[src/rtl/if_id_fetch_stage_pkg.sv]
// -----------------------------------------------------------------------------
// pipeline_pkg
// Shared definitions for the instruction-fetch stage and IF/ID register:
//   fetch_state_t     - fetch FSM states (REQ, WAIT, DROP)
//   NOP_INSTR         - instruction value of an IF/ID bubble
//   RS_*/RT_*         - register-specifier field positions in an instruction
//   RESET_PC_DEFAULT  - default PC loaded on reset
// -----------------------------------------------------------------------------
package pipeline_pkg;

    typedef enum logic [1:0] {
        REQ  = 2'd0,
        WAIT = 2'd1,
        DROP = 2'd2
    } fetch_state_t;

    localparam logic [31:0] NOP_INSTR        = 32'h0000_0000;
    localparam int unsigned RS_MSB           = 25;
    localparam int unsigned RS_LSB           = 21;
    localparam int unsigned RT_MSB           = 20;
    localparam int unsigned RT_LSB           = 16;
    localparam logic [31:0] RESET_PC_DEFAULT = 32'h0000_0000;

endpackage

[src/rtl/if_id_fetch_stage_if.sv]
// -----------------------------------------------------------------------------
// if_id_fetch_stage_if
// Instruction-memory request/response bus.
//   IMem_Req   - request valid (fetch stage -> memory)
//   IMem_Addr  - request byte address (fetch stage -> memory)
//   IMem_Ready - memory accepts the request this cycle
//   IMem_Valid - one-cycle response pulse, in order
//   IMem_Data  - response instruction
// Modports: master (fetch stage), slave (instruction memory).
// -----------------------------------------------------------------------------
interface if_id_fetch_stage_if #(
    parameter int PC_W    = 32,
    parameter int INSTR_W = 32
) ();

    logic               IMem_Req;
    logic [PC_W-1:0]    IMem_Addr;
    logic               IMem_Ready;
    logic               IMem_Valid;
    logic [INSTR_W-1:0] IMem_Data;

    modport master (
        output IMem_Req,
        output IMem_Addr,
        input  IMem_Ready,
        input  IMem_Valid,
        input  IMem_Data
    );

    modport slave (
        input  IMem_Req,
        input  IMem_Addr,
        output IMem_Ready,
        output IMem_Valid,
        output IMem_Data
    );

endinterface

[src/rtl/if_id_fetch_stage_skid.sv]
// -----------------------------------------------------------------------------
// if_skid_buffer
// One-entry holding register for an instruction (and its PC+4) that returned
// from memory while the IF/ID register was stalled.
//   Clk, Reset_n       - clock, asynchronous active-low reset
//   clear              - discard the held entry (flush), highest priority
//   unload             - entry consumed by IF/ID this cycle
//   load               - capture load_instr/load_pc4
//   full               - entry held
//   instr, pc4         - held instruction and its PC+4
// -----------------------------------------------------------------------------
module if_skid_buffer #(
    parameter int PC_W    = 32,
    parameter int INSTR_W = 32
) (
    input  logic               Clk,
    input  logic               Reset_n,
    input  logic               clear,
    input  logic               unload,
    input  logic               load,
    input  logic [INSTR_W-1:0] load_instr,
    input  logic [PC_W-1:0]    load_pc4,
    output logic               full,
    output logic [INSTR_W-1:0] instr,
    output logic [PC_W-1:0]    pc4
);

    always_ff @(posedge Clk or negedge Reset_n) begin
        if (!Reset_n) begin
            full  <= 1'b0;
            instr <= '0;
            pc4   <= '0;
        end else if (clear || unload) begin
            full  <= 1'b0;
        end else if (load) begin
            full  <= 1'b1;
            instr <= load_instr;
            pc4   <= load_pc4;
        end
    end

endmodule

[src/rtl/if_id_fetch_stage.sv]
// -----------------------------------------------------------------------------
// if_id_fetch_stage
// Instruction-fetch stage plus IF/ID pipeline register. Owns the PC, issues
// single-outstanding requests to instruction memory, parks returned
// instructions in a skid entry while stalled and squashes on EX redirects.
//   Clk, Reset_n        - clock, asynchronous active-low reset
//   Stall               - hazard stall: freeze PC and IF/ID
//   Branch_Taken_EX     - taken branch/jump resolved in EX (flush + redirect)
//   Branch_Target_EX    - redirect target (bits [1:0] ignored)
//   imem                - instruction-memory bus (master side)
//   Valid_ID, Instr_ID  - IF/ID contents (Instr_ID = 0 on a bubble)
//   PC_Plus4_ID         - PC+4 of the instruction in ID
//   Rs_ID, Rt_ID        - register fields of Instr_ID, for the hazard detector
// Optional build macro IF_ID_PERF_CNT_EN adds Fetch_Cnt, Stall_Cnt, Flush_Cnt.
// -----------------------------------------------------------------------------
module if_id_fetch_stage
    import pipeline_pkg::*;
#(
    parameter int              PC_W     = 32,
    parameter int              INSTR_W  = 32,
    parameter logic [PC_W-1:0] RESET_PC = PC_W'(RESET_PC_DEFAULT)
) (
    input  logic                Clk,
    input  logic                Reset_n,
    input  logic                Stall,
    input  logic                Branch_Taken_EX,
    input  logic [PC_W-1:0]     Branch_Target_EX,
    if_id_fetch_stage_if.master imem,
    output logic                Valid_ID,
    output logic [INSTR_W-1:0]  Instr_ID,
    output logic [PC_W-1:0]     PC_Plus4_ID,
    output logic [4:0]          Rs_ID,
    output logic [4:0]          Rt_ID
`ifdef IF_ID_PERF_CNT_EN
    ,
    output logic [31:0]         Fetch_Cnt,
    output logic [31:0]         Stall_Cnt,
    output logic [15:0]         Flush_Cnt
`endif
);

    fetch_state_t       state;
    logic [PC_W-1:0]    pc;
    logic [PC_W-1:0]    req_pc;
    logic               req_q;

    logic               flush;
    logic               accept;
    logic               deliver;
    logic               next_in_req;
    logic               skid_full;
    logic               skid_load;
    logic               skid_unload;
    logic               skid_full_next;
    logic               id_load;
    logic [INSTR_W-1:0] skid_instr;
    logic [PC_W-1:0]    skid_pc4;
    logic [PC_W-1:0]    target_aligned;
    logic [PC_W-1:0]    req_pc_plus4;

    assign flush          = Branch_Taken_EX;
    assign target_aligned = {Branch_Target_EX[PC_W-1:2], 2'b00};
    assign req_pc_plus4   = req_pc + PC_W'(4);

    // req_q is only ever set while in REQ, so it doubles as the state qualifier.
    assign accept  = req_q && imem.IMem_Ready && !flush;
    assign deliver = (state == WAIT) && imem.IMem_Valid && !flush;

    assign skid_unload    = skid_full && !Stall && !flush;
    assign skid_load      = deliver && Stall;
    assign skid_full_next = !flush && Stall && (skid_full || deliver);
    assign id_load        = !flush && !Stall && (skid_full || deliver);

    // REQ is left only on acceptance; WAIT and DROP both return on a response.
    assign next_in_req = (state == REQ) ? !accept : imem.IMem_Valid;

    assign imem.IMem_Req  = req_q;
    assign imem.IMem_Addr = pc;

    // Fetch FSM. The PC advances on every delivered response, stalled or not,
    // because a stalled response lands in the skid entry and must not be
    // refetched; a full skid withholds further requests (hold inside REQ).
    always_ff @(posedge Clk or negedge Reset_n) begin
        if (!Reset_n) begin
            state  <= REQ;
            pc     <= RESET_PC;
            req_pc <= RESET_PC;
            req_q  <= 1'b0;
        end else begin
            case (state)
                REQ: begin
                    if (flush) begin
                        pc <= target_aligned;
                    end else if (accept) begin
                        state  <= WAIT;
                        req_pc <= pc;
                    end
                end
                WAIT: begin
                    if (imem.IMem_Valid) begin
                        state <= REQ;
                        pc    <= flush ? target_aligned : req_pc_plus4;
                    end else if (flush) begin
                        state <= DROP;
                        pc    <= target_aligned;
                    end
                end
                DROP: begin
                    if (flush) begin
                        pc <= target_aligned;
                    end
                    if (imem.IMem_Valid) begin
                        state <= REQ;
                    end
                end
                default: begin
                    state <= REQ;
                end
            endcase
            req_q <= next_in_req && !skid_full_next;
        end
    end

    if_skid_buffer #(
        .PC_W    (PC_W),
        .INSTR_W (INSTR_W)
    ) u_skid (
        .Clk        (Clk),
        .Reset_n    (Reset_n),
        .clear      (flush),
        .unload     (skid_unload),
        .load       (skid_load),
        .load_instr (imem.IMem_Data),
        .load_pc4   (req_pc_plus4),
        .full       (skid_full),
        .instr      (skid_instr),
        .pc4        (skid_pc4)
    );

    // IF/ID register. Flush beats Stall; a bubble keeps the old PC+4.
    always_ff @(posedge Clk or negedge Reset_n) begin
        if (!Reset_n) begin
            Valid_ID    <= 1'b0;
            Instr_ID    <= INSTR_W'(NOP_INSTR);
            PC_Plus4_ID <= '0;
        end else if (flush) begin
            Valid_ID    <= 1'b0;
            Instr_ID    <= INSTR_W'(NOP_INSTR);
        end else if (!Stall) begin
            if (skid_full) begin
                Valid_ID    <= 1'b1;
                Instr_ID    <= skid_instr;
                PC_Plus4_ID <= skid_pc4;
            end else if (deliver) begin
                Valid_ID    <= 1'b1;
                Instr_ID    <= imem.IMem_Data;
                PC_Plus4_ID <= req_pc_plus4;
            end else begin
                Valid_ID    <= 1'b0;
                Instr_ID    <= INSTR_W'(NOP_INSTR);
            end
        end
    end

    assign Rs_ID = Instr_ID[RS_MSB:RS_LSB];
    assign Rt_ID = Instr_ID[RT_MSB:RT_LSB];

`ifdef IF_ID_PERF_CNT_EN
    always_ff @(posedge Clk or negedge Reset_n) begin
        if (!Reset_n) begin
            Fetch_Cnt <= '0;
            Stall_Cnt <= '0;
            Flush_Cnt <= '0;
        end else begin
            if (id_load) begin
                Fetch_Cnt <= Fetch_Cnt + 32'd1;
            end
            if (Stall && Valid_ID) begin
                Stall_Cnt <= Stall_Cnt + 32'd1;
            end
            if (flush) begin
                Flush_Cnt <= Flush_Cnt + 16'd1;
            end
        end
    end
`else
    logic unused_perf;
    assign unused_perf = id_load ^ skid_unload;
`endif

endmodule
[src/flat_wrapper.sv]
// flat-port wrapper written by rule: the top's interface ports become plain ports
module if_id_fetch_stage_flat import pipeline_pkg::*;
#(
    parameter int              PC_W     = 32,
    parameter int              INSTR_W  = 32,
    parameter logic [PC_W-1:0] RESET_PC = PC_W'(RESET_PC_DEFAULT)
)
  (Clk, Reset_n, Stall, Branch_Taken_EX, Branch_Target_EX, Valid_ID, Instr_ID, PC_Plus4_ID, Rs_ID, Rt_ID, imem_IMem_Req, imem_IMem_Addr, imem_IMem_Ready, imem_IMem_Valid, imem_IMem_Data);
  if_id_fetch_stage_if #(.PC_W(PC_W), .INSTR_W(INSTR_W)) imem_i ();
  input  logic Clk;
  input  logic Reset_n;
  input  logic Stall;
  input  logic Branch_Taken_EX;
  input  logic [PC_W-1:0] Branch_Target_EX;
  output logic Valid_ID;
  output logic [INSTR_W-1:0] Instr_ID;
  output logic [PC_W-1:0] PC_Plus4_ID;
  output logic [4:0] Rs_ID;
  output logic [4:0] Rt_ID;
  output wire logic [$bits(imem_i.IMem_Req)-1:0] imem_IMem_Req;
  output wire logic [$bits(imem_i.IMem_Addr)-1:0] imem_IMem_Addr;
  input wire logic [$bits(imem_i.IMem_Ready)-1:0] imem_IMem_Ready;
  input wire logic [$bits(imem_i.IMem_Valid)-1:0] imem_IMem_Valid;
  input wire logic [$bits(imem_i.IMem_Data)-1:0] imem_IMem_Data;
  assign imem_IMem_Req = imem_i.IMem_Req;
  assign imem_IMem_Addr = imem_i.IMem_Addr;
  assign imem_i.IMem_Ready = imem_IMem_Ready;
  assign imem_i.IMem_Valid = imem_IMem_Valid;
  assign imem_i.IMem_Data = imem_IMem_Data;
  if_id_fetch_stage #(.PC_W(PC_W), .INSTR_W(INSTR_W), .RESET_PC(RESET_PC)) u_core (.Clk(Clk), .Reset_n(Reset_n), .Stall(Stall), .Branch_Taken_EX(Branch_Taken_EX), .Branch_Target_EX(Branch_Target_EX), .imem(imem_i), .Valid_ID(Valid_ID), .Instr_ID(Instr_ID), .PC_Plus4_ID(PC_Plus4_ID), .Rs_ID(Rs_ID), .Rt_ID(Rt_ID));
endmodule
[config.mk]
export PLATFORM = sky130hd
export DESIGN_NAME = if_id_fetch_stage_flat
export DESIGN_NICKNAME = d
export VERILOG_FILES = /design/src/rtl/if_id_fetch_stage_pkg.sv /design/src/rtl/if_id_fetch_stage_if.sv /design/src/rtl/if_id_fetch_stage_skid.sv /design/src/rtl/if_id_fetch_stage.sv /design/src/flat_wrapper.sv
export SDC_FILE = /design/constraint.sdc
export NUM_CORES = 1
export LEC_CHECK = 0
export ABC_CLOCK_PERIOD_IN_PS = 6100
export CAP_MARGIN = 20
export CORE_UTILIZATION = 56
export DETAILED_ROUTE_END_ITERATION = 10
export HOLD_SLACK_MARGIN = 0.08
export PLACE_DENSITY = 0.84
export REMOVE_ABC_BUFFERS = 1
export SETUP_SLACK_MARGIN = 0.15
export SLEW_MARGIN = 10
export SYNTH_ARGS = -nofsm -noshare
export SYNTH_HDL_FRONTEND = slang
export SYNTH_SLANG_ARGS = --single-unit
export TNS_END_PERCENT = 20
[constraint.sdc]
create_clock -name Clk -period 6.1 [get_ports Clk]
set_clock_uncertainty 0.1 [all_clocks]
set_input_delay 1.22 -clock Clk [delete_from_list [all_inputs] [get_ports Clk]]
set_output_delay 1.22 -clock Clk [all_outputs]
set_load 0.1 [all_outputs]
==> impl_metrics.json <==
{
  "status": "finished, final reports clean",
  "syn_area_um2": 8860,
  "rows": 45,
  "critPathKind": "input pin to register",
  "p_sw_frac": 0.429,
  "syn_inst": 812,
  "fin_crit_sh": 0.564,
  "n_antenna_cell": 0,
  "tightest_slew_ns": 1.11,
  "die_w_um": 128,
  "p_leak_nw": 4.72,
  "grt_setup_unrepaired": "no",
  "drt-total-wl_mm": 21.2,
  "cts_buffers": 17,
  "placed_cell_area_um2": 10700,
  "die_y_um": 128,
  "grt_pass1_wl_mm": 34.6,
  "setup-tns-final_ns": 0,
  "min_from": "u_core.u_skid.pc4[20]",
  "drt_iter0_drc": 568,
  "start_util": 0.579,
  "maxCapViolCount": 0,
  "p_seq_frac": 0.379,
  "routed_via_density": 5.86,
  "track_usage": 0.275,
  "p_switching_w": 0.00227,
  "reg2reg_depth": 6,
  "hpwl_mm": 13.7,
  "min_period_ns": 3.44,
  "post_synth.cell_area_avg_um2": 10.9,
  "worstHoldPathCells": 2,
  "clk_path_buf_depth": 2,
  "synth_edf_count": 0,
  "grt_overflow": 0,
  "p_per_area_nw_per_um2": 467,
  "synth_warnings": 0,
  "nets": 1023,
  "die-area_um2": 16300,
  "h-tree-depth": 4,
  "netlist-cell-type-count": 50,
  "coreArea_um2": 15300,
  "ys.flop_type": "dfrtp_1",
  "wl_per_cell_um": 18.0,
  "io_buffers": 175,
  "post-cts-setup-buffers": 0,
  "reg2reg_slack_ns": 3.41,
  "cts_tree": "built",
  "p_clk_frac": 0.220,
  "synthTopCellsByArea": "dfrtp_1 (56%), mux2_2 (9.3%), o21ai_0 (3.8%)",
  "ys_ff_latch": 197,
  "worst_slack_ns": 2.66,
  "end_kind": "register",
  "gp_congestion": 0.834,
  "hp-class": "register to register",
  "synthArstFlopShare": 1.00,
  "hold_viol_final": 0,
  "cp.arrival_ns": 3.62,
  "ir_drop_v": 0.000311,
  "cts_hold_buf": 0,
  "r2r-start": "u_core.req_pc[2]",
  "insertion_delay_ns": 0.43,
  "synth_area_leader_cell": "dfrtp_1",
  "power_w": 0.00530,
  "dr.pass1.iters": 6,
  "pwr-share-comb": 0.400,
  "io_pins": 178,
  "drive_gt1_frac": 0.137,
  "drc": 0,
  "numClockSinks": 197,
  "dpl_worst_slack_ns": 1.99,
  "final-setup-viol-count": 0,
  "critPathRequiredTime_ns": 6.28,
  "intPower_w": 0.00302,
  "via_count": 6897,
  "cp-start-kind": "input pin",
  "r2r-end": "u_core.PC_Plus4_ID[12]",
  "crit_path_max_fanout": 38,
  "post_cts_resized": 0,
  "max_freq_mhz": 291,
  "final_area_um2": 11300,
  "whs_endpoint": "u_core.u_skid.pc4[20]",
  "ctsRootBufferMaster": "clkbuf_16",
  "synth_top_area_share": 0.556,
  "grt_start_max_net_pins": 98,
  "area_delta_synth_final_pct": 27.9,
  "yosysSeqAreaShare": 0.556,
  "first_global_vias": 6828,
  "slew_headroom": 0.260,
  "antenna_found_initial": 0,
  "ant_nets": 0,
  "clkSlewWorstSetupHoldPaths_ns": 0.07,
  "drv_slew": 0
}
-- power by group through the flow --
stage	Combinational (W)	Sequential (W)	Clock, W
2_1_floorplan	0.000593	0.00295	0
6_report	0.00212	0.00201	0.00117
3_3_place_gp	0.00208	0.00199	0
4_1_cts	0.00213	0.00200	0.00119
3_5_place_dp	0.00212	0.00202	0
5_1_grt	0.00224	0.00206	0.00124
-- layout by cell type (no fill, tap or decap), types with 4 or more instances in the layout --
master             n
dfrtp_1          196
clkdlybuf4s50_1  172
nand2_1           83
mux2_2            73
o21ai_0           67
nor3_1            38
nor2b_1           32
a221oi_1          32
nor2_1            27
a21oi_1           22
nand3_1           19
clkbuf_16         17
nand2b_1          14
xor2_1            14
mux2i_1           14
o22ai_1           13
a22oi_1           12
o211ai_1          11
buf_4             11
clkbuf_8           9
nor4_1             8
nand4_1            8
inv_1              6
and4_1             5
xnor2_1            5
o31a_1             5
nand3b_1           4
-- kinds of logic after synthesis --
group                    after synthesis  synth area share
buffers and inverters                 73            0.0362
adder cells (fa/ha/maj)                1           0.00141
multiplexers                          88             0.110
flip-flops                           197             0.556
AND/OR/NAND/NOR                      255             0.146
XOR/XNOR                              19            0.0188
AO/OA/AOI/OAI                        179             0.131
-- sequential cells by signal, summed over array words and instances (netlist names) --
register               flops
u_core.Valid_ID            1
u_core.imem.IMem_Addr     32
u_core.state               2
u_core.u_skid.full         1
u_core.PC_Plus4_ID        32
u_core.u_skid.pc4         32
u_core.u_skid.instr       32
u_core.req_pc             32
u_core.imem.IMem_Req       1
u_core.Instr_ID           32
-- how the worst max path moves through the flow --
stage / from / end / slack [ns] / cells after the start
2_1_floorplan: imem_IMem_Valid / u_core.u_skid.instr[0] / 2.15 / 4
3_3_place_gp: imem_IMem_Valid / u_core.PC_Plus4_ID[15] / 2.02 / 6
3_5_place_dp: imem_IMem_Valid / u_core.PC_Plus4_ID[14] / 1.99 / 6
4_1_cts: imem_IMem_Valid / u_core.PC_Plus4_ID[30] / 2.46 / 6
5_1_grt: Branch_Taken_EX / u_core.Instr_ID[29] / 2.49 / 7
6_report: Branch_Taken_EX / u_core.Instr_ID[24] / 2.66 / 7
-- cell usage after synthesis, types with 4 or more instances --
| library cell | number |
|---|---|
| o211ai_1 | 11 |
| nor4_1 | 8 |
| clkbuf_1 | 47 |
| o21ai_0 | 67 |
| nand2_1 | 84 |
| nor2b_1 | 32 |
| nand3_1 | 19 |
| nand4_1 | 8 |
| inv_1 | 6 |
| xnor2_1 | 5 |
| nor3_1 | 38 |
| buf_4 | 10 |
| xor2_1 | 14 |
| nor2_1 | 29 |
| a22oi_1 | 12 |
| o31a_1 | 5 |
| nand3b_1 | 4 |
| a221oi_1 | 32 |
| buf_1 | 8 |
| nand2b_1 | 14 |
| and4_1 | 5 |
| o22ai_1 | 13 |
| dfrtp_1 | 197 |
| mux2_2 | 73 |
| a21oi_1 | 22 |
| mux2i_1 | 14 |
-- stage by stage --
step | util | cells | hold WS, ns
after detailed placement | 0.698 | 1143 | 0.366
after CTS | 0.739 | 1175 | 0.381
after global placement | 0.698 | 1143 | 0.353
final | 0.740 | 1176 | 0.377
after floorplan | - | 745 | 0.341
after global routing | 0.740 | 1176 | 0.401
-- final cells by class --
cell class                 instances  area (µm²)
clock buffer                      27         543
clock inverter                     5        85.1
fill                            1112        3980
inverter                           6        22.5
multi-input combinational        542        3630
sequential                       197        4930
tap                              211         264
timing repair buffer             188        1860
-- worst max-delay path, cell delays in order --
cell and delay [ns]:
buf_2 0.58, buf_4 0.45, nand2b_1 0.61, nor2_2 0.04
buf_4 0.28, a221oi_1 0.34, nor3_1 0.07
-- metal layers --
| layer | wire length (µm) | up-vias | global-route usage |
|---|---|---|---|
| met5 | 0 | - | 0 |
| met3 | 1280 | 33 | 0.0576 |
| li1 | - | 3211 | - |
| met4 | 411 | 0 | 0.107 |
| met1 | 9280 | 3413 | 0.371 |
| met2 | 10200 | 240 | 0.438 |
Power figures use the tool's default switching activity.
